===== config.mk =====
export PLATFORM = sky130hd
export DESIGN_NAME = bg_object_renderer
export DESIGN_NICKNAME = d
export VERILOG_FILES = /design/src/rtl/bg_object_renderer.sv
export SDC_FILE = /design/constraint.sdc
export NUM_CORES = 1
export LEC_CHECK = 0
export ABC_AREA = 1
export CAP_MARGIN = 20
export CORE_ASPECT_RATIO = 0.5
export CORE_UTILIZATION = 53
export DETAILED_ROUTE_END_ITERATION = 10
export PLACE_DENSITY = 0.8
export SYNTH_ARGS = -nofsm -noshare
export SYNTH_HDL_FRONTEND = slang
export SYNTH_SLANG_ARGS = --single-unit
export TNS_END_PERCENT = 50

===== constraint.sdc =====
create_clock -name clk -period 1.75 [get_ports clk]
set_input_delay 0.35 -clock clk [delete_from_list [all_inputs] [get_ports clk]]
set_output_delay 0.35 -clock clk [all_outputs]
set_load 0.02 [all_outputs]

===== src/rtl/bg_object_renderer.sv =====
// Background object renderer: turns the two spawner positions into per-pixel
// sprite-on signals. Positions are frame-latched so a frame never tears. Each
// sprite row for the next scanline is prefetched in horizontal blank. The row
// is shifted out during the line with one cycle of registered latency.
module bg_object_renderer #(
  parameter int CONV    = 0,
  parameter int OBJ1_Y  = 40,
  parameter int OBJ2_Y  = 72,
  parameter int H_FETCH = 640,
  parameter int V_TOTAL = 525
) (
  input  logic            clk,
  input  logic            rst_n,
  input  logic [9:CONV]   bg_object1_pos,
  input  logic [9:CONV]   bg_object2_pos,
  input  logic [9:0]      hpos,
  input  logic [9:0]      vpos,
  input  logic            display_on,
  input  logic            frame_start,
  output logic            bg_pixel_on,
  output logic [1:0]      bg_obj_hit
);

  localparam logic [9:0] LP_OBJ1_TOP = 10'(OBJ1_Y);
  localparam logic [9:0] LP_OBJ1_END = 10'(OBJ1_Y + 8);
  localparam logic [9:0] LP_OBJ2_TOP = 10'(OBJ2_Y);
  localparam logic [9:0] LP_OBJ2_END = 10'(OBJ2_Y + 8);
  localparam logic [9:0] LP_H_FETCH  = 10'(H_FETCH);
  localparam logic [9:0] LP_V_LAST   = 10'(V_TOTAL - 1);
  localparam logic [9:CONV] LP_POS_ZERO = '0;

  typedef enum logic [1:0] {
    ST_IDLE = 2'd0,
    ST_F1   = 2'd1,
    ST_F2   = 2'd2
  } state_t;

  // 8x16 cloud sprite, bit 15 is the leftmost pixel
  function automatic logic [15:0] sprite_row(input logic [2:0] idx);
    logic [15:0] row;
    case (idx)
      3'd0:    row = 16'h0E70;
      3'd1:    row = 16'h3FFC;
      3'd2:    row = 16'h7FFE;
      3'd3:    row = 16'hFFFF;
      3'd4:    row = 16'hFFFF;
      3'd5:    row = 16'h7FFE;
      3'd6:    row = 16'h3FFC;
      3'd7:    row = 16'h0FF0;
      default: row = 16'h0000;
    endcase
    return row;
  endfunction

  logic [9:CONV] r_shadow1;
  logic [9:CONV] r_shadow2;
  state_t        r_state;
  state_t        w_state_nxt;
  logic          w_fetch1;
  logic          w_fetch2;
  logic [9:0]    w_next_line;
  logic [2:0]    w_row_idx1;
  logic [2:0]    w_row_idx2;
  logic          w_in_obj1;
  logic          w_in_obj2;
  logic [15:0]   r_pend1;
  logic [15:0]   r_pend2;
  logic          r_pvalid1;
  logic          r_pvalid2;
  logic [15:0]   r_row1;
  logic [15:0]   r_row2;
  logic          r_rvalid1;
  logic          r_rvalid2;
  logic [15:0]   r_shift1;
  logic [15:0]   r_shift2;
  logic [4:0]    r_run1;
  logic [4:0]    r_run2;
  logic [9:0]    w_x1;
  logic [9:0]    w_x2;
  logic          w_start1;
  logic          w_start2;
  logic          w_lit1;
  logic          w_lit2;
  logic          r_pixel_on;
  logic [1:0]    r_hit;

  assign w_next_line = (vpos == LP_V_LAST) ? 10'd0 : vpos + 10'd1;
  assign w_row_idx1  = 3'(w_next_line - LP_OBJ1_TOP);
  assign w_row_idx2  = 3'(w_next_line - LP_OBJ2_TOP);
  assign w_in_obj1   = (w_next_line >= LP_OBJ1_TOP) && (w_next_line < LP_OBJ1_END);
  assign w_in_obj2   = (w_next_line >= LP_OBJ2_TOP) && (w_next_line < LP_OBJ2_END);

  // Screen x of each object: position with CONV low zero bits appended
  assign w_x1 = 10'(r_shadow1) << CONV;
  assign w_x2 = 10'(r_shadow2) << CONV;

  // Frame latch: shadows change only on frame_start, so rendering never tears
  always_ff @(posedge clk or negedge rst_n) begin
    if (!rst_n) begin
      r_shadow1 <= '0;
      r_shadow2 <= '0;
    end else if (frame_start) begin
      r_shadow1 <= bg_object1_pos;
      r_shadow2 <= bg_object2_pos;
    end
  end

  // Prefetch FSM state register
  always_ff @(posedge clk or negedge rst_n) begin
    if (!rst_n) begin
      r_state <= ST_IDLE;
    end else begin
      r_state <= w_state_nxt;
    end
  end

  // Prefetch FSM next state: fetch object 1 then object 2 right after H_FETCH
  always_comb begin
    w_state_nxt = r_state;
    w_fetch1    = 1'b0;
    w_fetch2    = 1'b0;
    case (r_state)
      ST_IDLE: begin
        if (hpos == LP_H_FETCH) begin
          w_state_nxt = ST_F1;
        end else begin
          w_state_nxt = ST_IDLE;
        end
      end
      ST_F1: begin
        w_fetch1    = 1'b1;
        w_state_nxt = ST_F2;
      end
      ST_F2: begin
        w_fetch2    = 1'b1;
        w_state_nxt = ST_IDLE;
      end
      default: begin
        w_state_nxt = ST_IDLE;
      end
    endcase
  end

  // Pending rows for the next scanline, filled by the prefetch FSM
  always_ff @(posedge clk or negedge rst_n) begin
    if (!rst_n) begin
      r_pend1   <= 16'h0000;
      r_pend2   <= 16'h0000;
      r_pvalid1 <= 1'b0;
      r_pvalid2 <= 1'b0;
    end else begin
      if (w_fetch1) begin
        r_pvalid1 <= w_in_obj1;
        if (w_in_obj1) begin
          r_pend1 <= sprite_row(w_row_idx1);
        end
      end
      if (w_fetch2) begin
        r_pvalid2 <= w_in_obj2;
        if (w_in_obj2) begin
          r_pend2 <= sprite_row(w_row_idx2);
        end
      end
    end
  end

  // Line swap: prefetched rows become active at the start of every scanline
  always_ff @(posedge clk or negedge rst_n) begin
    if (!rst_n) begin
      r_row1    <= 16'h0000;
      r_row2    <= 16'h0000;
      r_rvalid1 <= 1'b0;
      r_rvalid2 <= 1'b0;
    end else if (hpos == 10'd0) begin
      r_row1    <= r_pend1;
      r_row2    <= r_pend2;
      r_rvalid1 <= r_pvalid1;
      r_rvalid2 <= r_pvalid2;
    end
  end

  assign w_start1 = display_on && r_rvalid1 && (r_shadow1 != LP_POS_ZERO) && (hpos == w_x1);
  assign w_start2 = display_on && r_rvalid2 && (r_shadow2 != LP_POS_ZERO) && (hpos == w_x2);

  // Current lit bit per object; the start pixel comes straight from the row
  // so the output register carries it on the very next edge
  always_comb begin
    w_lit1 = 1'b0;
    w_lit2 = 1'b0;
    if (!display_on) begin
      w_lit1 = 1'b0;
    end else if (w_start1) begin
      w_lit1 = r_row1[15];
    end else if (r_run1 != 5'd0) begin
      w_lit1 = r_shift1[15];
    end else begin
      w_lit1 = 1'b0;
    end
    if (!display_on) begin
      w_lit2 = 1'b0;
    end else if (w_start2) begin
      w_lit2 = r_row2[15];
    end else if (r_run2 != 5'd0) begin
      w_lit2 = r_shift2[15];
    end else begin
      w_lit2 = 1'b0;
    end
  end

  // Shift engines: the start cycle emits bit 15, 15 more pixels follow;
  // leaving active video aborts the run, which clips at the right edge
  always_ff @(posedge clk or negedge rst_n) begin
    if (!rst_n) begin
      r_shift1 <= 16'h0000;
      r_shift2 <= 16'h0000;
      r_run1   <= 5'd0;
      r_run2   <= 5'd0;
    end else begin
      if (!display_on) begin
        r_run1 <= 5'd0;
      end else if (w_start1) begin
        r_shift1 <= {r_row1[14:0], 1'b0};
        r_run1   <= 5'd15;
      end else if (r_run1 != 5'd0) begin
        r_shift1 <= {r_shift1[14:0], 1'b0};
        r_run1   <= r_run1 - 5'd1;
      end
      if (!display_on) begin
        r_run2 <= 5'd0;
      end else if (w_start2) begin
        r_shift2 <= {r_row2[14:0], 1'b0};
        r_run2   <= 5'd15;
      end else if (r_run2 != 5'd0) begin
        r_shift2 <= {r_shift2[14:0], 1'b0};
        r_run2   <= r_run2 - 5'd1;
      end
    end
  end

  // Registered outputs; overlapping objects are OR-ed
  always_ff @(posedge clk or negedge rst_n) begin
    if (!rst_n) begin
      r_pixel_on <= 1'b0;
      r_hit      <= 2'b00;
    end else begin
      r_pixel_on <= w_lit1 | w_lit2;
      r_hit      <= {w_lit2, w_lit1};
    end
  end

  assign bg_pixel_on = r_pixel_on;
  assign bg_obj_hit  = r_hit;

endmodule


== Yosys cells after proc, flatten, opt, wreduce, memory -nomap -nowiden ==
Memory sizes are Yosys's and may differ from the RTL's. A register that Yosys moved wholly into a read port is not among the register bits.
Cells that the tools add are included.
W data, S select, Z words.
Storage, ports and cells
  memory bits (read-only): 160
  register bits: 135
  output and inout port bits: 3
  memories: 2
Cells by class
  multiplexer cells: 21
  $add $sub $neg: 5
  bitwise logic cells: 1
  eq/ne operators: 8
  magnitude comparators: 4
  reductions and logical operators: 22
Memories
  (no name shown): words 8, width 10, read ports 1, clocked after memory_dff 1, write ports 0, line 41  | case (idx)
  (no name shown): words 8, width 10, read ports 1, clocked after memory_dff 1, write ports 0, line 41
Operator list (count)
  $mux W16: 4
  $mux W5: 6
  $eq A10 B10 Y1: 2
  $eq A10 B10 Y1 const B: 2
  $reduce_bool A10 Y1: 2
  $add A10 B1 Y10 const B: 1
  $ge A10 B6 Y1 const B: 1
  $ge A10 B7 Y1 const B: 1
  $logic_not A10 Y1: 1
  $lt A10 B6 Y1 const B: 1
  $lt A10 B7 Y1 const B: 1
  $mux W10: 1
  $reduce_bool A5 Y1: 2
  $sub A5 B1 Y5 const B: 2
  $mux W1: 9
  $logic_and A1 B1 Y1: 8
  $reduce_and A2 Y1: 4
  $ne A3 B1 Y1 const B: 2
  $sub A3 B1 Y3 const B: 2
  $pmux W2 S2: 1
  $reduce_bool A2 Y1: 2
  $eq A2 B1 Y1 const B: 1
  $eq A2 B2 Y1 const B: 1
  $logic_not A1 Y1: 2
  other kinds (2): 2

== Longest topological paths before layout ==
  depth in word-level cells: 6
  depth in mapped cells: 12
  gate-level depth less buffers: 12

== Least setup slack after synthesis ==
OpenSTA, ideal clock, no wires.
  kind: input -> register
  start point: input vpos[0]
  end point: register r_pend1[14]
  stages on the path: 9
  setup time: 117 ps
  slack: 181 ps
  path buffers: 0
  arrival: 1452 ps
  path through: inv_1 ha_1 nand2_1 nor2_1 nand3_1 nand2_1 ha_1 nand4_1 nand2_1
Between the ends
  longest elaborated chain between the ends: 5
  elaborated cells between the ends (all ways): 8
  classes of those cells: add/sub (2); order compare (2); eq/ne (1); mux (1); reduce/logical (2)
Ends and longest elaborated chain
  start, declared: line 17  | input logic [9:0] vpos,
  $add A10 B1 Y10 or $eq A10 B10 Y1 (tied branches): line 87  | assign w_next_line = (vpos == LP_V_LAST) ? 10'd0 : vpos + 10'd1;
  $mux W10 *: line 87
  $ge A10 B6 Y1 or $lt A10 B6 Y1 (tied branches): line 90  | assign w_in_obj1 = (w_next_line >= LP_OBJ1_TOP) && (w_next_line < LP_OBJ1_END);
  $logic_and A1 B1 Y1: line 90
  $reduce_and A2 Y1 (no line)
  end, declared: line 66  | logic [15:0] r_pend1;
Mark *: on every way between the ends. The rest lies on a longest branch, timed or not.
A chain may end at the register's enable or synchronous reset.

== Worst setup path after layout ==
  start point: input vpos[9]
  end point: register r_pend1[14]
The elaborated chain is that of the path after synthesis.

==> metrics.md <==
| Metric | Value |
|---|---|
| GPL Wtd Cong | `slightly below 0.9` |
| Avg Cell Area, Syn | `a little over 7 um2` |
| Dpl ws | `-0.480 ns` |
| Die height | `about 70 um` |
| First-pass GRT wire length | `a little under 20000 um` |
| XOR/XNOR Fraction of Synth Area | `0.0195` |
| DPL Wire Length | `between 8000 and 9000 um` |
| Syn nets | `roughly 740` |
| Max VDD drop | `about 0.00057 V` |
| Synth Area in Adders | `0.0228` |
| Placed cell areas | `roughly 0.0059 mm2` |
| P_leak | `between 3 and 4 nW` |
| Pin count of the biggest net entering global routing | `42` |
| Main combinational cell family by area after synthesis | `simple AND/OR/NAND/NOR gates` |
| Drt total wl | `between 10000 and 15000 um` |
| Post-synthesis sequential area ratio | `0.451` |
| I/O pins | `47` |
| Gr usage total | `0.253` |
| Grt total ovfl | `0` |
| H-Tree Level Count | `3` |
| Fillers | `659` |
| CTS tree | `built` |
| Post-synth EDFFs | `0` |
| Cell Rows | `24` |
| Crit Path Class | `in -> reg` |
| Antenna cells | `0` |
| Final hold vios | `0` |
| Main flop type after synthesis | `dfrtp_1` |
| Initial DRC Count | `roughly 350` |
| Power per cell area | `959 mW/mm2` |
| Setup WS post-layout | `0.127 ns` |
| Drc violations | `4` |
| Clock Root Buffer | `clkbuf_16` |
| Post-synth top area share | `0.451` |
| Mux contribution to synthesized area | `0.00456` |
| Startpoint types | `input pin` |
| Biggest area consumer among synthesized cells | `dfrtp_1` |
| DRT Pass-1 Iters | `8` |
| Max-slew headroom | `0.633` |
| Final instance area | `0.00638 mm2` |
| Max-cap viol count | `0` |
| Initial antenna violation count | `0` |
| ANT nets after route | `0` |
| Yosys cell types | `31` |
| Delay of the slowest critical-path stage | `roughly 0.49 ns` |
| Mapped Area | `slightly below 0.005 mm2` |
| Final setup TNS | `0 ns` |
| Total CTS buffers | `9` |
| Vias | `4605` |
| CP endpoint kind | `register` |
| CTS clk-pin slew, worst paths | `approximately 0.070 ns` |
| Yosys warning count | `0` |
| Simple-Gate Fraction of Synth Area | `0.363` |
| Die area | `just under 0.01 mm2` |
| Via density | `5.08` |
| Critical path required time | `between 1.5 and 2 ns` |
| Failing checks | `DRC` |
| Synth area leaders | `dfrtp_1 (45%), nand2_1 (23%), inv_1 (4.9%)` |
| Share of cells above drive strength 1 | `0.161` |
| Max Freq | `between 0.6 and 0.7 GHz` |
| WL/cell | `around 13 um` |
| Status | `finished with violations` |
| Chip width | `between 100 and 150 um` |
| Critical path cell sequence | `clkdlybuf4s50_1, inv_1, nor3_2, nand3_2, nand2_2, ha_1, nand4_1, nand2_1` |
| Port Buf Inserts | `46` |
| Clk buf depth | `2` |
| CP delay by family, top | `simple AND/OR/NAND/NOR gates` |
| Worst Clk Skew | `around 0.008 ns` |
| Slew Limit Fails | `0` |
| Tcrit/Tclk final | `0.928` |
| Final Critical Period | `1.62 ns` |
| Crit path max-delay cell type | `clkdlybuf4s50_1` |
| FF+latch count, synth | `89` |
| Nets | `between 800 and 900` |
| Slew at the pin closest to its max-slew limit | `between 0.5 and 0.6 ns` |
| Core Area | `between 0.008 and 0.009 mm2` |
| Vias in the first global route | `4312` |
| Synth Area in Compound Gates | `0.0668` |
| # setup viols final | `0` |
| Critical path peak fanout | `6` |
| Layout area overhead | `29.1%` |
| # clock sinks | `just under 90` |
| Worst EP arrival | `between 1.5 and 2 ns` |
| Initial Utilization | `0.556` |
| Buffers & Inverters on Critical Path | `2` |
| Post-synth ARST share | `1.00` |
| Clock insertion delay at the later pin of the skew report | `between 0.3 and 0.4 ns` |
| Cell count after synthesis | `a little under 700` |
| Worst min path class | `in -> reg` |
==> power by group <==
part           switching (mW)  total (mW)  internal [mW]
clock network           0.857        1.99           1.13
registers               0.133        2.35           2.22
logic                    1.02        1.78          0.756
==> cell usage after synthesis (2+ instances only) <==
library cell  number
nand2_1          301
dfrtp_1           89
inv_1             65
nor2_1            50
o21ai_0           41
nand3_1           32
nand4_1           14
nor2_2            10
ha_1               9
inv_2              8
xnor2_1            8
a21oi_1            7
clkbuf_1           6
nand2_2            6
buf_2              4
buf_6              4
nor3_1             4
o21ai_1            3
xor2_1             3
a21oi_2            2
a21oi_4            2
mux2_2             2
nand2_4            2
nand3_2            2
nand3b_1           2
nor3_2             2
nor4_1             2
o21ai_2            2
==> area by class of cell <==
class / count / area, um2 / share of cell area
repair buffers: 103 / 958 / 0.150
multi-input cells: 509 / 2470 / 0.387
flip-flops and latches: 89 / 2230 / 0.349
well taps: 117 / 146 / 0.0229
clock inverters: 7 / 83.8 / 0.0131
clock buffers: 9 / 225 / 0.0353
inverters: 73 / 274 / 0.0429
==> what timing repair did <==
item	4_1_cts	5_1_grt
endpoints found under the setup margin	30	65
gates resized for setup	14	33
endpoints found under the hold margin	2	0
hold buffers	1	0
pin swaps	6	11
setup buffers	1	1
==> sequential cells by signal, summed over array words and instances (netlist names) <==
| signal | count |
|---|---|
| r_shift2 | 15 |
| bg_obj_hit | 2 |
| r_row1 | 5 |
| r_shadow2 | 10 |
| r_rvalid1 | 1 |
| r_pend2 | 5 |
| bg_pixel_on | 1 |
| r_pvalid1 | 1 |
| r_run2 | 5 |
| r_state | 2 |
| r_shadow1 | 10 |
| r_pvalid2 | 1 |
| r_shift1 | 15 |
| r_pend1 | 5 |
| r_run1 | 5 |
| r_row2 | 5 |
| r_rvalid2 | 1 |
==> per-layer routing <==
| layer | track usage | up-vias | share of wire |
|---|---|---|---|
| met4 | 0.0749 | 0 | 0.014 |
| met5 | 0 | - | 0 |
| met1 | 0.347 | 2105 | 0.48 |
| li1 | - | 2342 | - |
| met2 | 0.403 | 137 | 0.45 |
| met3 | 0.0569 | 21 | 0.054 |
==> worst paths after layout <==
kind | from | to | slack (ns) | cells past startpoint
setup / recovery | vpos[9] | r_pend1[14] | 0.13 | 8
hold / removal | hpos[8] | r_state[0] | 0.39 | 3
setup reg to reg | r_shadow1[3] | r_run1[1] | 0.13 | 10
hold reg to reg | r_pend1[10] | r_pend1[10] | 0.45 | 2
max in group asynchronous | rst_n | r_pend2[13] | 0.55 | 3
min in group asynchronous | rst_n | r_shadow2[6] | 0.56 | 2
==> stage by stage <==
step	hold slack (ns)	std cells	power [mW]	utilization
floorplan	0.0544	685	3.52	-
global placement	0.360	888	4.05	0.663
detailed placement	0.359	888	4.10	0.663
CTS	0.456	906	6.11	0.704
global route	0.412	907	6.46	0.718
finish	0.385	907	6.12	0.718
==> cells in the final DEF, fill, tap and decap left out, drive strengths merged, types with 6 or more instances in the layout <==
cell,n
nand2,309
nand3,34
clkdlybuf4s50,27
dlymetal6s2s,15
nand4,14
dfrtp,89
o21ai,46
nor2,61
xnor2,8
buf,57
inv,77
ha,9
a21oi,11
nor3,6
clkbuf,9
==> worst min-delay path: cells and delay by family <==
| kind | cells | cell delay (ns) |
|---|---|---|
| AND/OR/NAND/NOR | 1 | 0.05 |
| buffers and inverters | 2 | 0.29 |
==> cell families after synthesis <==
kind of cell    after synthesis
simple gates                429
xor+xnor                     11
buf+inv                      87
flops                        89
compound gates               58
mux                           2
fa+ha+maj                     9
No activity file was read; power rests on OpenSTA's default activity.
